File: config.mk
export PLATFORM = sky130hd
export DESIGN_NAME = bw_logic_unit
export DESIGN_NICKNAME = d
export VERILOG_FILES = /design/src/rtl/bw_logic_unit.sv
export SDC_FILE = /design/constraint.sdc
export NUM_CORES = 1
export LEC_CHECK = 0
export BUFFER_PORTS_ARGS = -buffer_cell sky130_fd_sc_hd__clkbuf_2
export CAP_MARGIN = 20
export CORE_MARGIN = 1
export CORE_UTILIZATION = 35
export DETAILED_ROUTE_END_ITERATION = 6
export PLACE_DENSITY = 0.56
export SLEW_MARGIN = 15
export SYNTH_ARGS = -nofsm -noshare
export SYNTH_HDL_FRONTEND = slang
export SYNTH_SLANG_ARGS = --single-unit
export TNS_END_PERCENT = 1
File: constraint.sdc
create_clock -name clock -period 3.25 [get_ports clock]
set_input_delay 0.325 -clock clock [delete_from_list [all_inputs] [get_ports clock]]
set_output_delay 0.325 -clock clock [all_outputs]
set_load 0.02 [all_outputs]
File: src/rtl/bw_logic_unit.sv
// Bitwise AND/OR/XOR/NOR of two operands, SLICE bits per cycle; result valid WIDTH/SLICE cycles after accept.
// Backpressure: a result is held in DONE until out_ready; a new request can be taken on the same retiring edge.
module bw_logic_unit #(
  parameter int WIDTH = 32,
  parameter int SLICE = 8
) (
  input  logic             clock,
  input  logic             reset,
  input  logic             in_valid,
  output logic             in_ready,
  input  logic [1:0]       op,
  input  logic [WIDTH-1:0] data_operandA,
  input  logic [WIDTH-1:0] data_operandB,
  output logic             out_valid,
  input  logic             out_ready,
  output logic [WIDTH-1:0] data_result,
  output logic             result_zero
);

  localparam int NSLICE = WIDTH / SLICE;
  localparam int CW = (NSLICE > 1) ? $clog2(NSLICE) : 1;
  localparam logic [CW-1:0] LAST = CW'(NSLICE - 1);
  localparam logic [WIDTH-1:0] SLICE_MASK = WIDTH'({SLICE{1'b1}});

  typedef enum logic [1:0] {IDLE, BUSY, DONE} state_t;

  state_t           state_q, state_d;
  logic [CW-1:0]    cnt_q, cnt_d;
  logic [WIDTH-1:0] result_q, result_d;
  logic [1:0]       op_q, op_d;
  logic [WIDTH-1:0] a_q, a_d;
  logic [WIDTH-1:0] b_q, b_d;
  logic [WIDTH-1:0] full_res;
  logic [WIDTH-1:0] slice_mask;
  logic             accept;

  always_comb begin
    case (op_q)
      2'b00:   full_res = a_q & b_q;
      2'b01:   full_res = a_q | b_q;
      2'b10:   full_res = a_q ^ b_q;
      default: full_res = ~(a_q | b_q);
    endcase
  end

  always_comb begin
    state_d    = state_q;
    cnt_d      = cnt_q;
    result_d   = result_q;
    op_d       = op_q;
    a_d        = a_q;
    b_d        = b_q;
    in_ready   = 1'b0;
    out_valid  = 1'b0;
    slice_mask = SLICE_MASK << (32'(cnt_q) * SLICE);

    case (state_q)
      IDLE: in_ready = 1'b1;
      BUSY: begin
        result_d = (result_q & ~slice_mask) | (full_res & slice_mask);
        // counter parks on the last slice so it never wraps inside BUSY
        if (cnt_q == LAST) state_d = DONE;
        else               cnt_d   = cnt_q + CW'(1);
      end
      DONE: begin
        out_valid = 1'b1;
        in_ready  = out_ready;
        if (out_ready) state_d = IDLE;
      end
      default: state_d = IDLE;
    endcase

    accept = in_valid & in_ready;
    if (accept) begin
      state_d  = BUSY;
      cnt_d    = '0;
      result_d = '0;
      op_d     = op;
      a_d      = data_operandA;
      b_d      = data_operandB;
    end
  end

  always_ff @(posedge clock) begin
    if (reset) begin
      state_q  <= IDLE;
      cnt_q    <= '0;
      result_q <= '0;
      op_q     <= '0;
      a_q      <= '0;
      b_q      <= '0;
    end else begin
      state_q  <= state_d;
      cnt_q    <= cnt_d;
      result_q <= result_d;
      op_q     <= op_d;
      a_q      <= a_d;
      b_q      <= b_d;
    end
  end

  assign data_result = result_q;
  assign result_zero = (result_q == '0);

endmodule

# Yosys cells after proc, flatten, opt, wreduce, memory -nomap -nowiden
# Cells that the tools add are included.
# classes
n_bitwise,11
reduce_logical,7
shift,1
n_addsub,1
muxes,7
eq_ne,10
# op_table
op,n
bitwise AND 32 bit,3
case mux 32 bit (3 select lines),1
inverter 32 bit,2
OR 32 bit,2
logical NOT 32 bit,1
left shift 8 x 5 -> 32 bit (first input constant),1
bitwise XOR 32 bit,1
== test 2 bit (second input constant),3
inequality test 2 bit (second input constant),3
inequality test 3 bit (second input constant),2
case mux 2 bit (3 select lines),1
AND reduction 3 bit,2
== test 2 x 1 -> 1 bit (second input constant),2
logical NOT 2 bit,2
2-to-1 mux 2 bit,2
adder 2 x 1 -> 2 bit (second input constant),1
2-to-1 mux 1 bit,2
inverter 1 bit,2
case mux 1 bit (2 select lines),1
AND reduction 2 bit,1
OR reduction 2 bit,1
bitwise AND 1 bit,1
# totals
inputBits,70
wordCells,44
out_inout_bits,35
register_bits,102

# Longest topological paths before layout
# Gate-level depths: netlist of run 1.
# logic_depth
ltp_word,5
depth_mapped,6
depth_no_buf,5

# Worst setup path before layout of run 1
# OpenSTA, ideal clock, no wires.
# synth_path
path_type,input to output
from,in out_ready
to,out in_ready
arrival_time_ps,1105
cell_stages,4
n_path_buf,2
path_slack_ps,1820
required_time_ps,2925
cell_sequence,and2b_1 buf_2 buf_2 nor2_1
# synth_between
elab_chain_len,1
# synth_rtl
item,line_no,text
start: declaration,15,"input logic out_ready,"
case mux 1 bit (2 select lines),57,case (state_q)
end: declaration,10,"output logic in_ready,"
# No other way between the ends.

==> results of run 1 <==
==> critical path: stages (launching register included) <==
cell and delay [ns]:
dfxtp_1 0.35, nor4_1 0.53, nand4_1 0.32, nor2_1 0.23, clkbuf_2 0.20
==> cell families (layout without fill, tap and decap cells) <==
logic type,count (synthesis),after routing,share of synthesized area [%]
fa+ha+maj,68,68,14.3
compound gates,173,173,18.1
simple gates,94,94,8.76
flops,102,102,34.4
buf+inv,116,196,8.76
xor+xnor,33,33,4.87
mux,64,64,10.8
==> layout by cell type (no fill, tap or decap), types with 8 or more instances in the layout <==
master	instances
nand3_1	66
dfxtp_1	100
a21oi_1	68
ha_1	68
clkbuf_16	9
o21ai_0	59
clkbuf_2	103
buf_4	9
inv_1	66
o21ai_1	8
a22o_1	32
mux2i_1	64
xor2_1	32
nor4_1	8
==> report_power, final <==
part,internal [W],total [W],switching (W),leakage (nW)
clock network,0.000538,0.00107,0.000530,0.136
registers,0.00130,0.00137,0.0000702,0.834
logic,0.000196,0.000425,0.000229,1.91
==> layout make-up <==
type	instances	area [sq um]	area share, %
Clock buffer	9	225	3.28
Clock inverter	7	66.3	0.966
Inverter	66	248	3.61
Multi-Input combinational cell	432	3390	49.4
Sequential cell	102	2050	29.8
Tap cell	220	275	4.01
Timing Repair Buffer	114	608	8.86
==> metal layers <==
| metal | part of all wire, % | global-route usage [%] |
|---|---|---|
| met1 | 45 | 22.6 |
| met2 | 48 | 28.1 |
| met3 | 4.7 | 3.31 |
| met4 | 2.1 | 7.28 |
| met5 | 0 | 0 |
==> worst max path at each step <==
| stage | startpoint | slack [ns] | to | depth (start not counted) |
|---|---|---|---|---|
| floorplan | out_ready | 1.82 | in_ready | 4 |
| global placement | out_ready | 1.33 | flop | 4 |
| detailed placement | out_ready | 1.27 | flop | 4 |
| CTS | flop | 0.95 | result_zero | 4 |
| global route | flop | 0.90 | result_zero | 4 |
| finish | flop | 0.95 | result_zero | 4 |
==> cell usage after synthesis (all sizes together) <==
library cell / n / area, sq um
clkbuf: 11 / 43.8
and2b: 2 / 16.3
nand3: 66 / 330
nand4: 2 / 12.5
a21o: 1 / 7.51
nand2: 1 / 3.75
a22o: 32 / 280
nor2b: 2 / 12.5
xor2: 32 / 280
nor4: 8 / 50.1
nand2b: 3 / 18.8
nor2: 5 / 18.8
dfxtp: 102 / 2040
a221oi: 4 / 105
o21ai: 67 / 335
mux2i: 64 / 641
a21oi: 68 / 340
ha: 68 / 851
nor3b: 5 / 57.6
buf: 39 / 229
inv: 66 / 248
xnor2: 1 / 8.76
a2bb2oi: 1 / 8.76
==> metrics by stage <==
stage / util, % / cell area [sq um] / worst slack (ns) / instances
3_5_place_dp: 39.5 / 6550 / 1.27 / 933
3_3_place_gp: 39.5 / 6550 / 1.33 / 933
2_1_floorplan: - / 5940 / 1.82 / 650
5_1_grt: 41.4 / 6860 / 0.898 / 950
4_1_cts: 41.3 / 6840 / 0.952 / 949
6_report: 41.4 / 6860 / 0.948 / 950
==> metrics, run 1 <==
status=completed; hold_buf cts=0; CTS max path bufs=2; maximum clock frequency=0.434 GHz; Die Y-Extent=approximately 130 um; power consumption=approximately 0.0029 W; Warnings, synthesis=0; row count=47; Post-CTS Resized=0; Synthesized Nets=between 700 and 800; Post-layout nets=between 800 and 900; Die X=132 um; LEAKAGE=2.88 nW; WL/cell=15.4 um; core area=16600 sq um; starting density of the core=35.8%; largest net degree at the start of global routing=66; register clock-pin slew on the reported worst setup and hold paths=0.08 ns; final worst path period need=2.30 ns; GRT Total Usage=17.4%; Hold Path Class=in -> reg; RR Startpoint=state_q[1]$_SDFFE_PP0P_; TritonRoute pass-1 iters=4; first-pass GRT wire length=24100 um; DRC viols=0; CP endpoint kind=output port; reg2reg setup slack=~1.2 ns; Detailed Place HPWL=10300 um; CTS Buf Count=9; Cell variety after synth=30; layout cell share with drive strength beyond 1=19.9%; filler instances=1693; Worst Hold Path EP=op_q[1]$_SDFFE_PP0P_; Worst VDD drop=0.264 mV; setup TNS=0 ns; hold_sp=op[1]; CP Class=reg -> out; clock sink count=102; PwrDens=418 nW/um^2; vias=4811; Placer Congestion=about 0.74; Detail Route Antenna Nets=0; Worst Path Max Fanout=3; global route overflow=0; fin crit share=70.8%; Initial DRC Count=196; post-CTS setup buffers=0; Worst EP required=2.92 ns; vias in the first global route=4737; Slew headroom=26.1%; Hold Slack=~0.19 ns; Routed WL=14600 um; Syn Area/Cell=9.14 sq um; cells after synthesis=650; crit path DAT=1.98 ns; unrepaired setup endpoints after global routing=false; initial antenna violation count=0; area grow syn2layout=15.5%; Post-Syn Area=5940 sq um; number of diodes=0; Die ar.=17500 sq um; drt via density=5.06; Seq cells post-synth=between 100 and 150; IO Count=approximately 110; Slew Limit Fails=0; setup violators final=0; CTS H-tree lvls=3; Hold Crit Depth=3; Clk Latency, worst-skew pair=0.35 ns; Root Buffer=clkbuf_16; Max-cap violations=0; Hold Vio Cnt, Final=0; worst-case reg-to-reg path depth=3; worst slew pin tran=~1.1 ns; CTS tree=built; startpoint types=flop; Seq/Total Area, Yosys=around 34%; clock skew=between 0.009 and 0.01 ns; Buffers on Ports=roughly 100
Power figures use the tool's default switching activity.
==> run 2: changes to the inputs <==
--- a/config.mk
+++ b/config.mk
@@ -5,6 +5,7 @@
 export SDC_FILE = /design/constraint.sdc
 export NUM_CORES = 1
 export LEC_CHECK = 0
+export ABC_AREA = 1
 export BUFFER_PORTS_ARGS = -buffer_cell sky130_fd_sc_hd__clkbuf_2
 export CAP_MARGIN = 20
 export CORE_MARGIN = 1
==> constraint.sdc (replaced) <==
create_clock -name clock -period 2.4 [get_ports clock]
set_input_delay 0.24 -clock clock [delete_from_list [all_inputs] [get_ports clock]]
set_output_delay 0.24 -clock clock [all_outputs]
set_load 0.02 [all_outputs]
==> metrics, run 2 <==
status=completed; drt via density=roughly 4.6; CP Class=reg -> reg; Hold Vio Cnt, Final=0; number of synthesized flops with an enable pin=0; met1 usage in global routing=27.4%; clock sink count=102; most frequent cells in the layout=139 x nand2_1, 104 x clkbuf_2, 103 x inv_1; GRT Total Usage=~18%; core area=16000 sq um; fin crit share=73.1%; Hold Path Class=in -> reg; ys async rst share=0%; Seq/Total Area, Yosys=35.4%; reg2reg setup slack=0.65 ns; most common cell in the netlist=nand2_1; dpl cell area=6370 sq um; crit path DAT=2.04 ns; hold_buf cts=0; maximum clock frequency=0.570 GHz; post-route cell area=6700 sq um; Max stage delay on crit path=0.45 ns; Die ar.=between 15000 and 20000 sq um; final worst path period need=around 1.8 ns; CP endpoint kind=flop; TritonRoute pass-1 iters=4; WL/cell=13.5 um; largest net degree at the start of global routing=67; first-pass GRT wire length=between 20000 and 25000 um; slowest cell on the critical path=dfxtp_1; Slew headroom=42.3%; Worst EP required=between 2 and 3 ns; unrepaired setup endpoints after global routing=false; Initial DRC Count=300; Post-Layout Cell Count=1090; commonest non-fill, non-tap cell in the layout=nand2_1; CTS H-tree lvls=3; startpoint types=flop; area grow syn2layout=16.0%; Worst Path Max Fanout=37; row count=46; Clk Latency, worst-skew pair=~0.35 ns; dpl cells=1076; Buffers on Ports=~100; CTS tree=built; Routed WL=14700 um; Post-CTS Resized=0; Syn Area/Cell=7.27 sq um; power consumption=0.00426 W; GRT met2 Usage=25.7%; LEAKAGE=approximately 3.2 nW; initial antenna violation count=0; GR Util met3=under 10%; IO Count=105; layout cell share with drive strength beyond 1=15.8%; cells after synthesis=794; largest area contributor in the synthesized netlist=dfxtp_1; setup violators final=0; DRC viols=0; Cell variety after synth=21; most frequent cells after synthesis=139 x nand2_1, 103 x inv_1, 102 x dfxtp_1, 101 x a21oi_1, 84 x o21ai_0; Top Usage Layer GRT=met1; PwrDens=636 nW/um^2; Slew Limit Fails=0; Hold Slack=0.0560 ns; Root Buffer=clkbuf_16; Synthesized Nets=932; ys flop type=dfxtp_1; worst-case reg-to-reg path depth=6; vias=between 5000 and 6000; top-area cell type share of the netlist area=35.4%; setup TNS=0 ns; CTS Buf Count=9; number of diodes=0; register clock-pin slew on the reported worst setup and hold paths=0.07 ns; Synth area leaders=dfxtp_1 35%, ha_1 15%, nand2_1 9.0%, a21oi_1 8.8%, o21ai_0 7.3%; Max-cap violations=0; Die X=130 um; clock skew=0.00702 ns; Hold Crit Depth=2; Detailed Place HPWL=between 10000 and 15000 um; Post-layout nets=1009; Die Y-Extent=130 um; CTS max path bufs=2; global route overflow=0; post-CTS setup buffers=0; filler instances=1710; Post-Syn Area=5770 sq um; vias in the first global route=between 4000 and 5000; Warnings, synthesis=0; Placer Congestion=0.782; Worst VDD drop=around 0.34 mV; Seq cells post-synth=~100; Detail Route Antenna Nets=0; crit path cell chain=nand2_2 -> nand3_4 -> nand2_4 -> inv_2 -> nand2_1 -> a21oi_1; starting density of the core=36.1%; worst slew pin tran=0.864 ns
-- run 2: cell types whose count changed after synthesis, sizes merged, moves of 18 or more --
cell	delta
a21oi	+35
a22o	-32
xor2	-32
nor2	+55
mux2i	-64
inv	+40
nand3b	+18
o21ai	+31
nand2	+141
-- run 2: cell type report --
cell class	instances	area [sq um]	area share, %
Tap cell	216	270	4.04
Clock inverter	5	100	1.49
Timing Repair Buffer	113	613	9.16
Sequential cell	102	2040	30.5
Multi-Input combinational cell	539	3050	45.5
Clock buffer	9	225	3.36
Inverter	106	398	5.94
-- run 2: where the power goes --
group          internal [W]  switching (W)  leakage, nW
clock network       0.00101       0.000666        0.161
registers           0.00180      0.0000644        0.838
logic              0.000265       0.000461         2.22
-- run 2: path summary, 6_finish.rpt --
check,startpoint,end
max,state_q[1]$_SDFFE_PP0P_,flop
min,reset,state_q[0]$_SDFFE_PP0P_
max reg2reg,state_q[1]$_SDFFE_PP0P_,flop
min reg2reg,b_q[24]$_SDFFE_PP0P_,b_q[24]$_SDFFE_PP0P_
-- run 2: cells by family after synthesis --
kind of cell / count (synthesis) / synth area share [%]
compound gates: 201 / 17.6
fa+ha+maj: 68 / 14.7
buf+inv: 153 / 11.8
flops: 102 / 35.4
simple gates: 270 / 20.5
-- run 2: critical path, delay by kind of cell (launching register included) --
| kind | cells | cell delay, ns |
|---|---|---|
| flops | 1 | 0.45 |
| buf+inv | 1 | 0.27 |
| simple gates | 4 | 0.82 |
| compound gates | 1 | 0.13 |
-- run 2: routing by layer --
metal | vias up | part of all wire [%]
met5 | - | 0
met4 | 0 | 1.5
met3 | 13 | 3.8
met2 | 93 | 40
met1 | 2239 | 55
li1 | 2707 | -
-- run 2: per-stage QoR --
stage / setup slack [ns] / utilization, %
after floorplan: 1.19 / -
after global placement: 0.643 / 39.8
after CTS: 0.628 / 41.9
final: 0.646 / 41.9
after global routing: 0.437 / 41.9
after detailed placement: 0.652 / 39.8
